==> src/rtl/db_mem_arbiter.sv <==
`default_nettype none
// ============================================================================
//  Module   : db_mem_arbiter
//  Purpose  : Sequences debugger memory/register commands onto the MCU's
//             shared data-memory and register-file ports. The CPU passes
//             through to memory when no debugger access is in flight.
//  Revision : 1.0  initial release
// ============================================================================
module db_mem_arbiter #(
   parameter int MEM_WORDS = 64,
   parameter int RF_SIZE   = 32,
   parameter int TIMEOUT   = 255
) (
   input  logic        clk,
   input  logic        rst_n,
   // debugger command side
   input  logic        db_valid,
   input  logic        db_mem_rd,
   input  logic        db_mem_wr,
   input  logic        db_reg_rd,
   input  logic        db_reg_wr,
   input  logic [31:0] db_addr,
   input  logic [31:0] db_d_in,
   input  logic [3:0]  db_mem_be,
   output logic        db_busy,
   output logic        db_done,
   output logic        db_error,
   output logic [31:0] db_d_rd,
   // CPU side
   input  logic        cpu_paused,
   input  logic        cpu_mem_rd,
   input  logic        cpu_mem_wr,
   input  logic [31:0] cpu_addr,
   input  logic [31:0] cpu_din,
   input  logic [3:0]  cpu_be,
   output logic        cpu_stall,
   // shared data-memory port
   output logic        mem_rd,
   output logic        mem_wr,
   output logic [31:0] mem_addr,
   output logic [31:0] mem_din,
   output logic [3:0]  mem_be,
   input  logic [31:0] mem_dout,
   input  logic        mem_ready,
   // register-file port
   output logic        rf_we,
   output logic [4:0]  rf_addr,
   output logic [31:0] rf_din,
   input  logic [31:0] rf_dout
);

   localparam logic [1:0] C_IDLE = 2'd0;
   localparam logic [1:0] C_MEM  = 2'd1;
   localparam logic [1:0] C_REG  = 2'd2;
   localparam logic [1:0] C_DONE = 2'd3;

   // Command op vector bit positions: {reg_wr, reg_rd, mem_wr, mem_rd}
   localparam int C_OP_MRD = 0;
   localparam int C_OP_MWR = 1;
   localparam int C_OP_RRD = 2;
   localparam int C_OP_RWR = 3;

   localparam int              CW         = $clog2(TIMEOUT + 1);
   localparam logic [CW-1:0]   C_CNT_LAST = CW'(TIMEOUT - 1);
   localparam logic [31:0]     C_MEM_LIM  = 32'(MEM_WORDS);
   localparam logic [31:0]     C_RF_LIM   = 32'(RF_SIZE);

   logic [1:0]    r_state;
   logic [3:0]    r_op;
   logic [31:0]   r_addr;
   logic [31:0]   r_din;
   logic [3:0]    r_be;
   logic          r_err;
   logic [CW-1:0] r_cnt;
   logic [31:0]   r_d_rd;

   logic [3:0]    w_op;
   logic          w_multi;
   logic          w_is_mem;
   logic          w_is_reg;
   logic          w_bad;
   logic [1:0]    w_accept_state;

   // Decode and validate the incoming command (only used when accepted in IDLE)
   always_comb begin
      w_op     = {db_reg_wr, db_reg_rd, db_mem_wr, db_mem_rd};
      // more than one op bit set: clearing the lowest set bit leaves something
      w_multi  = |(w_op & (w_op - 4'd1));
      w_is_mem = w_op[C_OP_MRD] | w_op[C_OP_MWR];
      w_is_reg = w_op[C_OP_RRD] | w_op[C_OP_RWR];
      w_bad    = w_multi
               | (w_is_mem & (db_addr >= C_MEM_LIM))
               | (w_is_reg & ((db_addr >= C_RF_LIM) | ~cpu_paused));
      if (w_bad || (w_op == 4'd0))
         w_accept_state = C_DONE;
      else if (w_is_mem)
         w_accept_state = C_MEM;
      else
         w_accept_state = C_REG;
   end

   // Command sequencer: accept/validate, memory handshake with timeout, completion
   always_ff @(posedge clk or negedge rst_n) begin
      if (!rst_n) begin
         r_state <= C_IDLE;
         r_op    <= 4'd0;
         r_addr  <= 32'd0;
         r_din   <= 32'd0;
         r_be    <= 4'd0;
         r_err   <= 1'b0;
         r_cnt   <= '0;
         r_d_rd  <= 32'd0;
      end else begin
         case (r_state)
            C_IDLE: begin
               if (db_valid) begin
                  r_op    <= w_op;
                  r_addr  <= db_addr;
                  r_din   <= db_d_in;
                  r_be    <= db_mem_be;
                  r_err   <= w_bad;
                  r_cnt   <= '0;
                  r_state <= w_accept_state;
               end
            end
            C_MEM: begin
               // ready takes priority over an expiring timeout in the same cycle
               if (mem_ready) begin
                  if (r_op[C_OP_MRD])
                     r_d_rd <= mem_dout;
                  r_state <= C_DONE;
               end else if (r_cnt == C_CNT_LAST) begin
                  r_err   <= 1'b1;
                  r_state <= C_DONE;
               end else begin
                  r_cnt <= r_cnt + 1'b1;
               end
            end
            C_REG: begin
               if (r_op[C_OP_RRD])
                  r_d_rd <= rf_dout;
               r_state <= C_DONE;
            end
            default: begin
               r_state <= C_IDLE;
            end
         endcase
      end
   end

   // Memory port mux: debugger owns the port only while in MEM, CPU is held off then
   always_comb begin
      if (r_state == C_MEM) begin
         mem_rd    = r_op[C_OP_MRD];
         mem_wr    = r_op[C_OP_MWR];
         mem_addr  = r_addr;
         mem_din   = r_din;
         mem_be    = r_be;
         cpu_stall = 1'b1;
      end else begin
         mem_rd    = cpu_mem_rd;
         mem_wr    = cpu_mem_wr;
         mem_addr  = cpu_addr;
         mem_din   = cpu_din;
         mem_be    = cpu_be;
         cpu_stall = 1'b0;
      end
   end

   // Register-file port and debugger status outputs; writes to x0 are dropped silently
   always_comb begin
      rf_addr  = r_addr[4:0];
      rf_din   = r_din;
      rf_we    = (r_state == C_REG) && r_op[C_OP_RWR] && (r_addr != 32'd0);
      db_busy  = (r_state != C_IDLE);
      db_done  = (r_state == C_DONE);
      db_error = (r_state == C_DONE) && r_err;
      db_d_rd  = r_d_rd;
   end

endmodule
`default_nettype wire
==> config.mk <==
export PLATFORM = sky130hd
export DESIGN_NAME = db_mem_arbiter
export DESIGN_NICKNAME = d
export VERILOG_FILES = /design/src/rtl/db_mem_arbiter.sv
export SDC_FILE = /design/constraint.sdc
export NUM_CORES = 1
export LEC_CHECK = 0
export BUFFER_PORTS_ARGS = -buffer_cell sky130_fd_sc_hd__buf_2
export CAP_MARGIN = 20
export CORE_AREA = 2 2 138 140
export CTS_BUF_LIST = sky130_fd_sc_hd__clkbuf_2 sky130_fd_sc_hd__clkbuf_4 sky130_fd_sc_hd__clkbuf_8
export CTS_CLUSTER_DIAMETER = 80
export CTS_CLUSTER_SIZE = 10
export DETAILED_ROUTE_END_ITERATION = 7
export DIE_AREA = 0 0 140 142
export PLACE_DENSITY = 0.73
export SYNTH_ARGS = -nofsm -noshare
export SYNTH_HDL_FRONTEND = slang
export SYNTH_SLANG_ARGS = --single-unit
==> constraint.sdc <==
create_clock -name clk -period 1.65 [get_ports clk]
set_input_delay 0.33 -clock clk [delete_from_list [all_inputs] [get_ports clk]]
set_output_delay 0.33 -clock clk [all_outputs]
set_load 0.01 [all_outputs]
==> results of run 1 <==
-- final cells by class --
type / count / area (um2)
clock buffers: 17 / 234
clock inverters: 15 / 124
flip-flops and latches: 115 / 2880
inverters: 4 / 22.5
multi-input cells: 330 / 3130
fillers: 1526 / 8260
well taps: 234 / 293
repair buffers: 441 / 3520
-- synthesized netlist by cell type, types with 5 or more instances --
cell / count / share of area
a21oi_1: 36 / 0.031
buf_2: 25 / 0.021
buf_4: 5 / 0.0064
dfrtp_1: 115 / 0.49
ha_1: 6 / 0.013
mux2_2: 142 / 0.27
mux2i_1: 33 / 0.056
nand2_1: 8 / 0.0051
nand3_1: 5 / 0.0043
nand4_1: 6 / 0.0064
nor2_1: 42 / 0.027
nor4_1: 17 / 0.018
o21ai_0: 7 / 0.0060
-- routing by layer --
metal | track usage | vias to the layer above
met5 | 0 | -
met4 | 0.0617 | 2
met3 | 0.0532 | 31
met2 | 0.340 | 254
met1 | 0.222 | 2757
li1 | - | 2615
-- worst register-to-register path, delay by kind of cell (launching register included) --
kind / cells / cell delay (ps)
AOI/OAI and AO/OA: 2 / 80
DFF: 1 / 430
and+or+nand+nor: 1 / 130
muxes: 1 / 200
buffers and inverters: 7 / 910
adders and majority gates: 1 / 140
-- kinds of logic after synthesis --
logic type / synth area share
AO/OA/AOI/OAI: 0.0543
AND/OR/NAND/NOR: 0.0733
buffers and inverters: 0.0310
adder cells (fa/ha/maj): 0.0128
multiplexers: 0.332
XOR/XNOR: 0.00449
flip-flops: 0.492
-- how the worst max path moves through the flow --
stage | slack (ps) | to | cells after the start | from
after floorplan | -40 | mem_addr[0] | 6 | r_state[1]$_DFFE_PN0P_
after global placement | -60 | mem_din[3] | 5 | r_state[1]$_DFFE_PN0P_
after detailed placement | -170 | r_cnt[4]$_DFFE_PN0P_ | 6 | r_state[0]$_DFFE_PN0P_
after CTS | -580 | mem_be[0] | 6 | r_state[1]$_DFFE_PN0P_
after global routing | -640 | mem_addr[7] | 6 | r_state[1]$_DFFE_PN0P_
final | -550 | mem_addr[7] | 6 | r_state[1]$_DFFE_PN0P_
-- registers in the layout, indices dropped and copies added (netlist names) --
signal,count
db_d_rd,32
r_addr,32
rf_din,32
r_cnt,8
r_be,4
r_op,4
r_state,2
r_err,1
-- where the power goes --
group	total (mW)	internal, mW	switching [mW]	leakage [nW]
Combinational	12.8	7.56	5.29	3.36
Clock	2.41	1.08	1.33	0.174
Sequential	5.29	4.20	1.08	1.34
Total	20.5	12.8	7.70	4.88
-- placed cells by master (no fill, tap or decap), types with 2 or more instances in the layout --
| master | count |
|---|---|
| a21oi_1 | 29 |
| a21oi_2 | 7 |
| a22o_1 | 2 |
| buf_12 | 16 |
| buf_16 | 12 |
| buf_2 | 280 |
| buf_4 | 34 |
| buf_6 | 91 |
| clkbuf_16 | 7 |
| clkbuf_8 | 17 |
| clkinv_2 | 2 |
| clkinv_4 | 2 |
| clkinvlp_4 | 4 |
| dfrtp_1 | 115 |
| ha_1 | 2 |
| ha_4 | 4 |
| inv_6 | 6 |
| inv_8 | 2 |
| mux2_2 | 100 |
| mux2_4 | 43 |
| mux2i_1 | 33 |
| nand2_1 | 5 |
| nand2_2 | 2 |
| nand2_8 | 2 |
| nand2b_1 | 2 |
| nand3_1 | 5 |
| nand4_1 | 6 |
| nor2_1 | 41 |
| nor3_2 | 3 |
| nor4_1 | 13 |
| nor4_2 | 4 |
| o21ai_1 | 4 |
| o21ai_2 | 3 |
| or3_1 | 4 |
| xnor2_1 | 2 |
-- repair_timing --
action,in CTS,in global routing
setup endpoints to repair,150,190
gates cloned,12,8
hold endpoints to repair,24,0
hold buffers,1,0
pin swaps,15,10
buffers inserted,20,18
resized for setup,73,115
==> impl_results.md, run 1 <==
- Status: finished, violations left
- Failing checks: design-rule violations, negative setup slack
- Crit path max fanout: 8
- Gr usage total: 0.190
- WHS: between 100 and 150 ps
- Mapped Avg Cell Area: 12.2 um2
- Largest net degree at the start of global routing: 32
- Hold Vio Cnt, Final: 0
- Total number of vias: about 5700
- Core area: 18500 um2
- EDFF count, synth: 0
- Root Buffer: clkbuf_8
- Syn nets: approximately 700
- Post-Layout Cell Count: roughly 1200
- Drt drc: 21
- Overall die area: 19900 um2
- Std cell rows: 50
- DR pass1 iterations: 8
- Hold Path Class: in -> reg
- DR iter-0 viols: between 150 and 200
- RSZ-0062 raised after global routing: yes
- Final core area utilization: 0.553
- DR top layer: met5
- Clock Sinks: between 100 and 150
- Maximum capacitance violations: 0
- Buffers and inverters on the worst path: 4
- Met3 routed WL: around 1300 um
- Place WS: -169 ps
- RR Endpoint: db_d_rd[12]$_DFFE_PN0P_
- Fmax: 454 MHz
- DP Wirelength: 13700 um
- Post-route design area: 10200 um2
- R2R setup slack: -360 ps
- Remaining global-route overflow: 0
- Setup Viol. Count Final: 190
- Num CTS Buffers: 17
- Deepest clock path buffer count: 2
- M1 WL: ~8500 um
- Final Wtd Congestion: 0.826
- Worst-Skew Late Latency: 440 ps
- CP peak stage delay: roughly 390 ps
- DRT Wirelength: around 21000 um
- Ys Warns: 0
- WP data arrival: ~1900 ps
- First-pass GRT wire length: 29300 um
- Maximum VDD drop: just over 0.001 V
- Die width: 140 um
- Total power per unit cell area: 2010 nW/um2
- CTS tree: yes
- Async set or reset register ratio after synthesis: 1.00
- Setup TNS: -59400 ps
- Hold path startpoint: db_d_in[16]
- R2r startpoint: r_state[0]$_DFFE_PN0P_
- Port buffer count: ~350
- Mapped Cells: 479
- Critical path capture point type: output port
- Hold path endpoint: rf_din[16]$_DFFE_PN0P_
- Routed length per instance: ~19 um
- H-tree depth: 4
- Reg clk slew, reported paths: around 90 ps
- Mapped cell area: 5850 um2
- Die height: approximately 140 um
- Vias in the first global route: 5648
- Required time worst endpoint: 1320 ps
- Slew HR: 0.721
- Met2 routed WL: 11200 um
- Slowest CP cell: dfrtp_1
- Period minus WS final: between 2000 and 2500 ps
- Critical Path Start Type: register
- Effective utilization at floorplan: 0.317
- Final worst-path cycle share: 1.33
- Area post-placement: between 8000 and 9000 um2
- Number of top-level pins: 355
- Inst Count DP: 1067
- Top FF cell, synth: dfrtp_1
- Critical path class: reg -> out
- Nets@finish: between 1000 and 1500
- Least-Margin Pin Slew: around 420 ps
- Area grow syn2layout: 74.3%
- Post-route ant nets: 0
- Slack of the critical path: -551 ps
- Antenna cells: 0
- Worst Reg-to-Reg Cells: 12
- Register area share after synthesis: 0.492
- CP Cell Sequence: inv_2, ha_4, buf_6, clkbuf_16, mux2_2, buf_2
- Share of cells above drive strength 1: 0.703
- Leakage power: just under 5 nW
- Top delay family on crit path: buffers and inverters
- Vias per cell: between 4 and 5
- Initial antenna violation count: 1
- Max Slew Vio Count: 0
- Hold Path Depth: 2
- Skew final: between 10 and 15 ps
- Total power: 20.5 mW
- #FFs+latches synth: 115
- Yosys cell types: 34
Note: power is estimated with default switching activity, not from simulation.
==> run 2, diff against run 1 <==
==> constraint.sdc (replaced) <==
create_clock -name clk -period 1.65 [get_ports clk]
set_input_delay 0.495 -clock clk [delete_from_list [all_inputs] [get_ports clk]]
set_output_delay 0.495 -clock clk [all_outputs]
set_load 0.01 [all_outputs]
==> run 2 against run 1 <==
  * The run still ends with design-rule violations, negative setup slack left
  * Clock power is 17% higher
  * Clock skew is 6.7 ps lower
  * Hold slack worse by 49 ps
  * Sequential cell count stayed put
  * Critical path depth is 1 lower
  * Combinational power is 15% lower
  * Sequential share of layout area is 1.8 points higher
  * Register-to-register slack better by 70 ps
  * Sequential power is 3% lower
  * Via count is 3.3% lower
  * Setup slack worse by 120 ps
  * Critical path type unchanged
  * Highest routed layer unchanged
==> impl_results.md, run 2 (same netlist as run 1, synthesis figures left out) <==
- Std cell rows: 50 (unchanged)
- Area grow syn2layout: 63.8%
- Critical path capture point type: output port
- Worst-Skew Late Latency: 430 ps (about the same)
- Required time worst endpoint: 1150 ps (-170 ps)
- Total number of vias: 5471 (-3.3%)
- Largest net degree at the start of global routing: 71 (+120%)
- RSZ-0062 raised after global routing: yes
- Number of top-level pins: 355 (unchanged)
- Total power per unit cell area: 1970 nW/um2 (-2.3%)
- Slew HR: 0.615 (-0.107)
- WHS: 67.4 ps (-48.7 ps)
- Most frequent cells in the layout: buf_2 (335), mux2_2 (126), dfrtp_1 (115), buf_4 (62), nor2_1 (42)
- Post-route ant nets: 0 (unchanged)
- Critical Path Start Type: register
- Failing checks: design-rule violations, negative setup slack
- Inst Count DP: 1106 (+3.7%)
- Port buffer count: 354 (unchanged)
- Root Buffer: clkbuf_8
- Hold Vio Cnt, Final: 0 (unchanged)
- Least-Margin Pin Slew: 578 ps (+160 ps)
- Status: finished, violations left
- DR pass1 iterations: 6 (-2)
- First-pass GRT wire length: 28100 um (-4.2%)
- Period minus WS final: 2320 ps (+118 ps)
- Gr usage total: 0.183 (-0.00734)
- Overall die area: 19900 um2 (unchanged)
- Crit path max fanout: 23 (+15)
- Share of cells above drive strength 1: 0.695 (-0.00820)
- Antenna cells: 0 (unchanged)
- Slack of the critical path: -669 ps (-118 ps)
- Effective utilization at floorplan: 0.317 (unchanged)
- Place WS: -256 ps (-87.8 ps)
- Commonest non-fill, non-tap cell in the layout: buf_2
- Leakage power: 4.67 nW (-4.3%)
- Setup crit start: r_state[1]$_DFFE_PN0P_
- R2R setup slack: -290 ps (+70 ps)
- Die width: 140 um (unchanged)
- Fill cells: 1645 (+7.8%)
- Post-route design area: 9580 um2 (-6.0%)
- DRT Wirelength: 19600 um (-8.8%)
- Maximum capacitance violations: 0 (unchanged)
- Final worst-path cycle share: 1.41 (+0.0715)
- Fmax: 431 MHz (-5.1%)
- CTS tree: yes
- Final Wtd Congestion: 0.814 (-1.4%)
- Num CTS Buffers: 17 (unchanged)
- Initial antenna violation count: 2 (+1)
- Vias per cell: 4.70 (-4.0%)
- Nets@finish: 1134 (+0.71%)
- Clock Sinks: 115 (unchanged)
- Deepest clock path buffer count: 2 (unchanged)
- H-tree depth: 4 (unchanged)
- Hold Path Class: in -> async
- Area post-placement: 8410 um2 (+3.1%)
- WP data arrival: 1820 ps (-50 ps)
- R2r startpoint: r_state[1]$_DFFE_PN0P_
- Drt drc: 20 (-4.8%)
- Maximum VDD drop: 0.00135 V (+30%)
- Setup TNS: -68660 ps (-9260 ps)
- Skew final: 7.74 ps (-6.71 ps)
- Die height: 142 um (unchanged)
- Setup Viol. Count Final: 190 (unchanged)
- DP Wirelength: 14200 um (+3.8%)
- Routed length per instance: 16.8 um (-9.4%)
- DR iter-0 viols: 203 (+17%)
- Max Slew Vio Count: 0 (unchanged)
- Vias in the first global route: 5374 (-4.9%)
- Remaining global-route overflow: 0 (unchanged)
- Core area: 18500 um2 (unchanged)
- Critical path class: reg -> out
- Post-Layout Cell Count: 1164 (+0.69%)
- Reg clk slew, reported paths: 80 ps (about the same)
[run 2: timing repair]
action                                  CTS  global route
pin swaps                                 5             5
endpoints found under the setup margin  162           190
resized for setup                        30            53
hold buffers                              0             0
gates cloned                              7             4
setup buffers                             8             7
[run 2: critical path, cell delays in order (launching register included)]
cell and delay (ps):
dfrtp_1 390, inv_2 80, ha_4 200, buf_12 200, mux2_2 360, buf_2 140
[run 2: final timing paths]
path / to / cells past startpoint
worst min register to register: r_be[3]$_DFFE_PN0P_ / 1
worst max register to register: r_cnt[2]$_DFFE_PN0P_ / 10
min in group clk: rf_din[6]$_DFFE_PN0P_ / 2
worst max-delay path: mem_din[19] / 5
max in group asynchronous: r_addr[24]$_DFFE_PN0P_ / 2
worst min-delay path: r_be[0]$_DFFE_PN0P_ / 2
[run 2: area by class of cell]
cell class,instances,area [um2],area share
clock buffer,18,241,0.0252
clock inverter,14,178,0.0185
inverter,4,20.0,0.00209
multi-input combinational,330,3010,0.314
sequential,115,2880,0.300
tap,234,293,0.0305
timing repair buffer,449,2960,0.309
[run 2: report_power, final]
| part | switching (mW) | internal, mW |
|---|---|---|
| clock network | 1.28 | 1.53 |
| logic | 4.79 | 6.11 |
| registers | 0.945 | 4.20 |
[run 2: layer usage]
| layer | GRT usage | up-vias | wire length [um] |
|---|---|---|---|
| met1 | 0.216 | 2622 | 7970 |
| met5 | 0 | - | 10 |
| met2 | 0.329 | 208 | 10200 |
| met4 | 0.0425 | 2 | 155 |
| li1 | - | 2625 | - |
| met3 | 0.0538 | 14 | 1270 |
[run 2: per-stage QoR]
step / power [mW] / util
after floorplan: 10.3 / -
after global placement: 13.9 / 0.456
after detailed placement: 14.1 / 0.456
after CTS: 17.8 / 0.499
after global routing: 20.0 / 0.519
final: 18.9 / 0.519
